## config.mk

```make
export PLATFORM = sky130hd
export DESIGN_NAME = top_system_io_bridge
export DESIGN_NICKNAME = d
export VERILOG_FILES = /design/src/rtl/top_system_io_bridge.sv
export SDC_FILE = /design/constraint.sdc
export NUM_CORES = 1
export LEC_CHECK = 0
export ABC_AREA = 1
export ABC_CLOCK_PERIOD_IN_PS = 7000
export CAP_MARGIN = 10
export CORE_ASPECT_RATIO = 1.2
export CORE_MARGIN = 2
export CORE_UTILIZATION = 50
export DETAILED_ROUTE_END_ITERATION = 7
export GPL_ROUTABILITY_DRIVEN = 0
export PLACE_DENSITY = 0.73
export SYNTH_ARGS = -nofsm -noshare
export SYNTH_HDL_FRONTEND = slang
export SYNTH_SLANG_ARGS = --single-unit
```

## constraint.sdc

```tcl
create_clock -name clk -period 7 [get_ports clk]
set_input_delay 1.4 -clock clk [delete_from_list [all_inputs] [get_ports clk]]
set_output_delay 1.4 -clock clk [all_outputs]
set_load 0.01 [all_outputs]
```

## src/rtl/top_system_io_bridge.sv

```systemverilog
// Bridge between the tagged external memory read bus and the chip input streams,
// with bandwidth counters. Define BW_CNT_SATURATE_EN for saturating counters.
module top_system_io_bridge #(
    parameter int unsigned MEM_BW         = 128,
    parameter int unsigned NB_IN_STREAMS  = 3,
    parameter int unsigned NB_OUT_STREAMS = 2,
    parameter int unsigned FIFO_DEPTH     = 4,
    parameter int unsigned CNT_WIDTH      = 32,
    localparam int unsigned ID_W = (NB_IN_STREAMS > 1) ? $clog2(NB_IN_STREAMS) : 1
) (
    input  logic                               clk,
    input  logic                               arst_n_in,
    input  logic [MEM_BW-1:0]                  ext_data,
    input  logic [ID_W-1:0]                    ext_id,
    input  logic                               ext_valid,
    output logic                               ext_ready,
    output logic [NB_IN_STREAMS*MEM_BW-1:0]    chip_data,
    output logic [NB_IN_STREAMS-1:0]           chip_valid,
    input  logic [NB_IN_STREAMS-1:0]           chip_ready,
    input  logic [NB_OUT_STREAMS-1:0]          chip_out_valid,
    input  logic                               running,
    input  logic                               cnt_clear,
    output logic [NB_IN_STREAMS*CNT_WIDTH-1:0] in_beats,
    output logic [NB_OUT_STREAMS*CNT_WIDTH-1:0] out_beats,
    output logic [CNT_WIDTH-1:0]               active_cycles,
    output logic                               id_err,
    output logic                               overflow
);

    localparam int unsigned AddrW  = $clog2(FIFO_DEPTH);
    localparam int unsigned PtrW   = AddrW + 1;
    localparam int unsigned NumCnt = NB_IN_STREAMS + NB_OUT_STREAMS + 1;
    localparam logic [CNT_WIDTH-1:0] CntMax = '1;

    logic [PtrW-1:0]   wr_ptr_q [NB_IN_STREAMS];
    logic [PtrW-1:0]   wr_ptr_d [NB_IN_STREAMS];
    logic [PtrW-1:0]   rd_ptr_q [NB_IN_STREAMS];
    logic [PtrW-1:0]   rd_ptr_d [NB_IN_STREAMS];
    logic [MEM_BW-1:0] mem_q    [NB_IN_STREAMS][FIFO_DEPTH];

    logic [NB_IN_STREAMS-1:0] full, empty, push, pop;
    logic                     id_valid, sel_full;

    logic [CNT_WIDTH-1:0] cnt_q [NumCnt];
    logic [CNT_WIDTH-1:0] cnt_d [NumCnt];
    logic [NumCnt-1:0]    inc;
    logic                 ovf_evt;
    logic                 id_err_q, id_err_d;
    logic                 overflow_q, overflow_d;

    assign id_valid = 32'(ext_id) < NB_IN_STREAMS;

    always_comb begin
        sel_full = 1'b0;
        for (int i = 0; i < NB_IN_STREAMS; i++) begin
            empty[i] = (wr_ptr_q[i] == rd_ptr_q[i]);
            full[i]  = (wr_ptr_q[i][PtrW-1] != rd_ptr_q[i][PtrW-1]) &&
                       (wr_ptr_q[i][AddrW-1:0] == rd_ptr_q[i][AddrW-1:0]);
            if (ext_id == ID_W'(i)) sel_full = full[i];
        end
    end

    // Unknown tags are always accepted so they drain from the shared bus.
    assign ext_ready  = !id_valid || !sel_full;
    assign chip_valid = ~empty;
    assign pop        = chip_valid & chip_ready;

    always_comb begin
        push      = '0;
        chip_data = '0;
        for (int i = 0; i < NB_IN_STREAMS; i++) begin
            push[i]     = ext_valid && ext_ready && (ext_id == ID_W'(i));
            wr_ptr_d[i] = wr_ptr_q[i] + PtrW'(push[i]);
            rd_ptr_d[i] = rd_ptr_q[i] + PtrW'(pop[i]);
            chip_data[i*MEM_BW +: MEM_BW] = mem_q[i][rd_ptr_q[i][AddrW-1:0]];
        end
    end

    always_ff @(posedge clk or negedge arst_n_in) begin
        if (!arst_n_in) begin
            for (int i = 0; i < NB_IN_STREAMS; i++) begin
                wr_ptr_q[i] <= '0;
                rd_ptr_q[i] <= '0;
            end
        end else begin
            for (int i = 0; i < NB_IN_STREAMS; i++) begin
                wr_ptr_q[i] <= wr_ptr_d[i];
                rd_ptr_q[i] <= rd_ptr_d[i];
            end
        end
    end

    // Storage is not reset; pointer reset alone discards the contents.
    always_ff @(posedge clk) begin
        for (int i = 0; i < NB_IN_STREAMS; i++) begin
            if (push[i]) mem_q[i][wr_ptr_q[i][AddrW-1:0]] <= ext_data;
        end
    end

    // Counter order: in-stream pops, then output strobes, then active cycles.
    assign inc = {running, chip_out_valid, pop};

    always_comb begin
        ovf_evt = 1'b0;
        for (int k = 0; k < NumCnt; k++) begin
            cnt_d[k] = cnt_q[k];
            if (inc[k]) begin
`ifdef BW_CNT_SATURATE_EN
                if (cnt_q[k] != CntMax) cnt_d[k] = cnt_q[k] + CNT_WIDTH'(1);
                if (cnt_d[k] == CntMax) ovf_evt = 1'b1;
`else
                cnt_d[k] = cnt_q[k] + CNT_WIDTH'(1);
                if (cnt_q[k] == CntMax) ovf_evt = 1'b1;
`endif
            end
            if (cnt_clear) cnt_d[k] = '0;
        end
        overflow_d = cnt_clear ? 1'b0 : (overflow_q | ovf_evt);
        id_err_d   = cnt_clear ? 1'b0 : (id_err_q | (ext_valid && !id_valid));
    end

    always_ff @(posedge clk or negedge arst_n_in) begin
        if (!arst_n_in) begin
            for (int k = 0; k < NumCnt; k++) cnt_q[k] <= '0;
            id_err_q   <= 1'b0;
            overflow_q <= 1'b0;
        end else begin
            for (int k = 0; k < NumCnt; k++) cnt_q[k] <= cnt_d[k];
            id_err_q   <= id_err_d;
            overflow_q <= overflow_d;
        end
    end

    always_comb begin
        in_beats  = '0;
        out_beats = '0;
        for (int i = 0; i < NB_IN_STREAMS; i++) begin
            in_beats[i*CNT_WIDTH +: CNT_WIDTH] = cnt_q[i];
        end
        for (int j = 0; j < NB_OUT_STREAMS; j++) begin
            out_beats[j*CNT_WIDTH +: CNT_WIDTH] = cnt_q[NB_IN_STREAMS + j];
        end
    end

    assign active_cycles = cnt_q[NumCnt-1];
    assign id_err        = id_err_q;
    assign overflow      = overflow_q;

endmodule

```

==> impl_metrics.tcl, run 1 <==
set metrics [dict create \
    crit_path_start "rd_ptr_q[1]$_DFF_PN0_" \
    layout.filler_cells 10400 \
    grt_pass1_wl_mm 288 \
    initial_standard_cell_utilization_of_the_core 0.503 \
    synth.top_cells.by_area "sky130_fd_sc_hd__edfxtp_1 67%, sky130_fd_sc_hd__dfrtp_1 7.7%, sky130_fd_sc_hd__o21ai_0 6.2%" \
    core-area_um2 137000 \
    critical_path.top_delay_family "buffers and inverters" \
    critical_path.max_stage_delay_ns 0.77 \
    synth.distinct_cells 48 \
    hold_path.class "reg2reg" \
    timing_worst_setup_path_type "reg2out" \
    dp_worst_setup_slack_ns 2.41 \
    tritoncts "yes" \
    tritoncts_num_sinks 1748 \
    r2r-end "mem_q[0][74]$_DFFE_PP_" \
    buffer_ports.inserted 721 \
    layout-area-overhead-vs-synth_pct 20.9 \
    cts_setup_buffers 0 \
    yosysTopAreaCellShare 0.669 \
    cp.depth 5 \
    clock_skew_ns 0.0305 \
    clock_path_buffers 3 \
    finalSetupTns_ns 0 \
    final_antenna_net_count 0 \
    report.final.hold_viol_count 0 \
    cts_resized 0 \
    mappedNetlistArea_um2 69000 \
    ys_ff_latch 1748 \
    instances_no_fill 8113 \
    max-vdd-ir-drop_mv 0.353 \
    setup.worst_path.start_class "flop" \
    layout.cells.most_common "sky130_fd_sc_hd__edfxtp_1" \
    crit_path_frequent_cell "sky130_fd_sc_hd__buf_4" \
    area_of_the_multi_input_gates_um2 15500 \
    status "finished, final reports clean" \
    total_number_of_nets_in_the_final_design 6321 \
    grtUsageTotal 0.274 \
    finalCriticalPeriod_ns 5.47 \
    floorplan.die.width_um 343 \
    yosysTopAreaCell "sky130_fd_sc_hd__edfxtp_1" \
    first_iter_violations 4644 \
    cts-root-buf "sky130_fd_sc_hd__clkbuf_16" \
    synthCells 5510 \
    dp.cells 7807 \
    relSlewSlack 0.175 \
    pin_count_of_the_biggest_net_entering_global_routing 161 \
    clkSlewWorstSetupHoldPaths_ns 0.06 \
    final_cell_mix "1,536 x sky130_fd_sc_hd__edfxtp_1, 1,044 x sky130_fd_sc_hd__nor2_1, 848 x sky130_fd_sc_hd__o21ai_0" \
    sequential_cell_area_um2 51500 \
    total_power_mw 32.7 \
    viasPerCell 5.86 \
    remaining_overflow_grt 0 \
    cts_htree_levels 4 \
    dr_total_vias 47600 \
    max-cap-violations 0 \
    wl_mm 196 \
    synth-main-ff-cell "sky130_fd_sc_hd__edfxtp_1" \
    net_count_after_synthesis 5668 \
    regToRegStartpoint "rd_ptr_q[4]$_DFF_PN0_" \
    worst_pin_slew_ns 1.24 \
    setup.worst_path.end_class "output port" \
    timing.reg2reg.setup_slack_ns 2.99 \
    critical_path.slowest_cell "sky130_fd_sc_hd__dfrtp_4" \
    final_design_area_no_fill_um2 83400 \
    fin_ws_ns 1.53 \
    fp-row-count 149 \
    avgRoutedWirePerCell_um 24.1 \
    power_density_nw_per_um2 392 \
    leakagePower_nw 27.7 \
    drtPass1Iterations 6 \
    placement.cell_area_um2 78000 \
    ys_warn_count 0 \
    synth_sequential_area_ratio 0.746 \
    route.detailed.drc 0 \
    post-route-util 0.607 \
    worst_skew_pair.late_latency_ns 0.81 \
    achievable-frequency_mhz 183 \
    die_y_um 411 \
    final-setup-viol-count 0 \
    antenna_found_initial 5 \
    worst_ep_arrival_time_ns 4.07 \
    timing.reg2reg.worst_path_depth 9 \
    post_route_cells_drive_above_1_share 0.0600 \
    design.portCount 722 \
    grt_pass1_vias 46100 \
    timing.final.crit_share 0.782 \
    die_area_um2 141000 \
    postSynthAreaPerCell_um2 12.5 \
    final_number_of_max_transition_violations 0 \
    crit_path_cell_trace "buf_4 > buf_4 > o21ai_0 > o22ai_1 > clkdlybuf4s50_1" \
    detailedPlacementHpwl_mm 116 \
    cts-hold-fix-buffers 0 \
    cts_made_buffers 166 \
    number_of_flops_mapped_to_enable_cells_by_yosys 1536 \
    asyncSetResetFlopFracSynth 0.121 \
    critPathBufInv 3 \
    unrepaired_setup_endpoints_after_global_routing "false" \
    cp-endpoint "chip_data[348]" \
    worst-endpoint-required_ns 5.60 \
    critPathMaxFanout 54 \
    finalHoldWorstSlack_ns 0.490 \
]
## synthesized netlist by cell type, types with 10 or more instances
| library cell | instances |
|---|---|
| sky130_fd_sc_hd__a21oi_1 | 78 |
| sky130_fd_sc_hd__buf_1 | 10 |
| sky130_fd_sc_hd__buf_2 | 53 |
| sky130_fd_sc_hd__buf_4 | 15 |
| sky130_fd_sc_hd__clkbuf_1 | 204 |
| sky130_fd_sc_hd__dfrtp_1 | 212 |
| sky130_fd_sc_hd__edfxtp_1 | 1536 |
| sky130_fd_sc_hd__ha_1 | 18 |
| sky130_fd_sc_hd__inv_1 | 226 |
| sky130_fd_sc_hd__inv_2 | 10 |
| sky130_fd_sc_hd__nand2_1 | 448 |
| sky130_fd_sc_hd__nand2_2 | 13 |
| sky130_fd_sc_hd__nand3_1 | 112 |
| sky130_fd_sc_hd__nand4_1 | 64 |
| sky130_fd_sc_hd__nor2_1 | 1056 |
| sky130_fd_sc_hd__nor2_2 | 16 |
| sky130_fd_sc_hd__nor3_1 | 62 |
| sky130_fd_sc_hd__o21ai_0 | 848 |
| sky130_fd_sc_hd__o21ai_1 | 42 |
| sky130_fd_sc_hd__o22ai_1 | 384 |
| sky130_fd_sc_hd__xnor2_1 | 10 |
| sky130_fd_sc_hd__xor2_1 | 18 |
## routing by layer
| layer | vias to the layer above | share of wire | track usage |
|---|---|---|---|
| li1 | 21300 | - | - |
| met1 | 23600 | 0.39 | 0.358 |
| met2 | 2277 | 0.47 | 0.435 |
| met3 | 377 | 0.10 | 0.0775 |
| met4 | 4 | 0.037 | 0.108 |
| met5 | - | 0.00016 | 0 |
## area by class of cell
type,instances,area share
Sequential cell,1748,0.617
Multi-Input combinational cell,3238,0.186
Timing Repair Buffer,771,0.0942
Clock buffer,210,0.0529
Tap cell,1812,0.0272
Clock inverter,93,0.0112
Inverter,238,0.0112
Antenna cell,3,0.0000901
## cell families after synthesis
family                   synth area share
AND/OR/NAND/NOR                     0.108
buffers and inverters              0.0307
XOR/XNOR                          0.00356
adder cells (fa/ha/maj)           0.00327
AO/OA/AOI/OAI                       0.108
flip-flops                          0.746
## state kept, by name, summed over array words and instances (netlist names)
register       count
active_cycles     32
id_err             1
in_beats          96
out_beats         64
wr_ptr_q           9
overflow           1
rd_ptr_q           9
mem_q           1536
## report_power, final
| group | switching [mW] | total [mW] | internal, mW | leakage (nW) |
|---|---|---|---|---|
| Combinational | 7.12 | 11.4 | 4.32 | 8.40 |
| Sequential | 0.354 | 12.4 | 12.0 | 16.8 |
| Clock | 3.89 | 8.87 | 4.98 | 2.56 |
| Total | 11.4 | 32.7 | 21.3 | 27.7 |
## worst min-delay path by stage
| stage | startpoint | end | slack [ns] | cells after the start |
|---|---|---|---|---|
| floorplan | rd_ptr_q[2]$_DFF_PN0_ | rd_ptr_q[2]$_DFF_PN0_ | 0.46 | 1 |
| global placement | wr_ptr_q[8]$_DFF_PN0_ | wr_ptr_q[8]$_DFF_PN0_ | 0.47 | 1 |
| detailed placement | rd_ptr_q[5]$_DFF_PN0_ | rd_ptr_q[5]$_DFF_PN0_ | 0.48 | 1 |
| CTS | wr_ptr_q[8]$_DFF_PN0_ | wr_ptr_q[8]$_DFF_PN0_ | 0.49 | 1 |
| global route | wr_ptr_q[8]$_DFF_PN0_ | wr_ptr_q[8]$_DFF_PN0_ | 0.52 | 1 |
| finish | wr_ptr_q[8]$_DFF_PN0_ | wr_ptr_q[8]$_DFF_PN0_ | 0.49 | 1 |
No activity file was read; power rests on OpenSTA's default activity.
==> inputs of run 2 (changes only) <==
--- a/config.mk
+++ b/config.mk
@@ -6,14 +6,14 @@
 export NUM_CORES = 1
 export LEC_CHECK = 0
 export ABC_AREA = 1
-export ABC_CLOCK_PERIOD_IN_PS = 7000
+export ABC_CLOCK_PERIOD_IN_PS = 5550
 export CAP_MARGIN = 10
 export CORE_ASPECT_RATIO = 1.2
 export CORE_MARGIN = 2
 export CORE_UTILIZATION = 50
 export DETAILED_ROUTE_END_ITERATION = 7
 export GPL_ROUTABILITY_DRIVEN = 0
-export PLACE_DENSITY = 0.73
+export PLACE_DENSITY = 0.7
 export SYNTH_ARGS = -nofsm -noshare
 export SYNTH_HDL_FRONTEND = slang
 export SYNTH_SLANG_ARGS = --single-unit
==> constraint.sdc (replaced) <==
create_clock -name clk -period 5.55 [get_ports clk]
set_input_delay 1.11 -clock clk [delete_from_list [all_inputs] [get_ports clk]]
set_output_delay 1.11 -clock clk [all_outputs]
set_load 0.01 [all_outputs]
==> run 2 against run 1 <==
Via count down 0.98%; sequential share of layout area down 0.33 points; sequential power up 25%; routed wire length down 0.70%; cell area up 0.53%; global-route usage down 0.27 points; flip-flop and latch count unchanged; core utilization up 0.32 points; count of clock-buffer cells in the layout up 4; clock skew up 0.0082 ns.
==> impl_metrics.tcl, run 2 (same netlist as run 1, synthesis figures left out) <==
set metrics [dict create \
    grtUsageTotal 0.271 \
    area_of_the_multi_input_gates_um2 15500 \
    achievable-frequency_mhz 208 \
    worst-endpoint-required_ns 4.44 \
    setup.worst_path.start_class "flop" \
    layout-area-overhead-vs-synth_pct 21.5 \
    fp-row-count 149 \
    wl_mm 194 \
    dp_worst_setup_slack_ns 1.31 \
    grt_pass1_vias 45400 \
    drtPass1Iterations 6 \
    status "finished, final reports clean" \
    cts_setup_buffers 0 \
    cts_resized 0 \
    relSlewSlack 0.105 \
    power_density_nw_per_um2 494 \
    cts_made_buffers 169 \
    pin_count_of_the_biggest_net_entering_global_routing 165 \
    initial_standard_cell_utilization_of_the_core 0.503 \
    max-cap-violations 0 \
    sequential_cell_area_um2 51500 \
    tritoncts "yes" \
    final_cell_mix "1,536 x sky130_fd_sc_hd__edfxtp_1, 1,044 x sky130_fd_sc_hd__nor2_1, 848 x sky130_fd_sc_hd__o21ai_0" \
    finalCriticalPeriod_ns 4.81 \
    design.portCount 722 \
    report.final.hold_viol_count 0 \
    worst_pin_slew_ns 1.34 \
    total_number_of_nets_in_the_final_design 6347 \
    worst_skew_pair.late_latency_ns 0.79 \
    max-vdd-ir-drop_mv 0.560 \
    largest_reg_flops 1536 \
    post_route_cells_drive_above_1_share 0.0630 \
    timing.reg2reg.worst_path_depth 10 \
    dp.cells 7830 \
    unrepaired_setup_endpoints_after_global_routing "false" \
    first_iter_violations 4451 \
    die_area_um2 141000 \
    dr_total_vias 47100 \
    leakagePower_nw 28.0 \
    final-setup-viol-count 0 \
    layout.cells.most_common "sky130_fd_sc_hd__edfxtp_1" \
    clock_path_buffers 3 \
    final_antenna_net_count 0 \
    finalSetupTns_ns 0 \
    critPathMaxFanout 85 \
    remaining_overflow_grt 0 \
    timing.final.crit_share 0.867 \
    r2r-end "mem_q[0][401]$_DFFE_PP_" \
    finalHoldWorstSlack_ns 0.381 \
    setup.worst_path.end_class "output port" \
    regToRegStartpoint "rd_ptr_q[0]$_DFF_PN0_" \
    worst_ep_arrival_time_ns 3.70 \
    clock_skew_ns 0.0387 \
    fin_ws_ns 0.737 \
    buffer_ports.inserted 721 \
    grt_pass1_wl_mm 286 \
    timing.reg2reg.setup_slack_ns 1.69 \
    hold_path.class "in2async" \
    cts-hold-fix-buffers 0 \
    cts_htree_levels 4 \
    post-route-util 0.611 \
    avgRoutedWirePerCell_um 23.9 \
    crit_path_start "rd_ptr_q[4]$_DFF_PN0_" \
    route.detailed.drc 0 \
    viasPerCell 5.79 \
    final_number_of_max_transition_violations 0 \
    instances_no_fill 8129 \
    die_y_um 411 \
    cts-root-buf "sky130_fd_sc_hd__clkbuf_16" \
    floorplan.die.width_um 343 \
    antenna_found_initial 4 \
    clkSlewWorstSetupHoldPaths_ns 0.06 \
    cp-endpoint "chip_data[225]" \
    detailedPlacementHpwl_mm 122 \
    timing_worst_setup_path_type "reg2out" \
    layout.filler_cells 10400 \
    core-area_um2 137000 \
    tritoncts_num_sinks 1748 \
]
-- run 2: worst max-delay path, cell delays in order (launching register included) --
cell and delay (ns):
sky130_fd_sc_hd__dfrtp_4 0.88, sky130_fd_sc_hd__buf_12 0.36, sky130_fd_sc_hd__o21ai_0 0.24, sky130_fd_sc_hd__o22ai_1 0.53, sky130_fd_sc_hd__clkdlybuf4s50_1 0.65
-- run 2: worst min path at each step --
stage                           from                         to  slack [ns]  cells past startpoint
5_1_grt                    arst_n_in  out_beats[39]$_DFFE_PN0P_        0.44                      1
2_1_floorplan  rd_ptr_q[2]$_DFF_PN0_      rd_ptr_q[2]$_DFF_PN0_        0.46                      1
3_3_place_gp   wr_ptr_q[8]$_DFF_PN0_      wr_ptr_q[8]$_DFF_PN0_        0.48                      1
4_1_cts                    arst_n_in   in_beats[53]$_DFFE_PN0P_        0.39                      1
6_report                   arst_n_in  out_beats[36]$_DFFE_PN0P_        0.38                      1
3_5_place_dp   wr_ptr_q[8]$_DFF_PN0_      wr_ptr_q[8]$_DFF_PN0_        0.49                      1
-- run 2: cell type report --
cell class                      count  share of cell area
Timing Repair Buffer              794              0.0982
Antenna cell                        4            0.000119
Clock buffer                      214              0.0537
Clock inverter                     81              0.0109
Inverter                          238              0.0111
Multi-Input combinational cell   3238               0.185
Sequential cell                  1748               0.614
Tap cell                         1812              0.0271
-- run 2: power by group --
group	total [mW]	switching [mW]	internal, mW
Sequential	15.5	0.381	15.2
Clock	11.3	4.92	6.34
Combinational	14.6	9.06	5.51
-- run 2: per-layer routing --
metal  global-route usage  wire, um  up-vias
li1                     -         -    21300
met1                0.346     74700    23400
met2                0.451     94800     2064
met3               0.0650     17900      306
met4                0.103      6880        4
met5                    0        22        -
-- run 2: per-stage QoR --
stage	cell area, um^2	power (mW)
2_1_floorplan	69000	22.4
3_3_place_gp	78400	30.1
3_5_place_dp	78400	30.3
4_1_cts	83800	41.6
5_1_grt	83800	43.1
6_report	83800	41.4
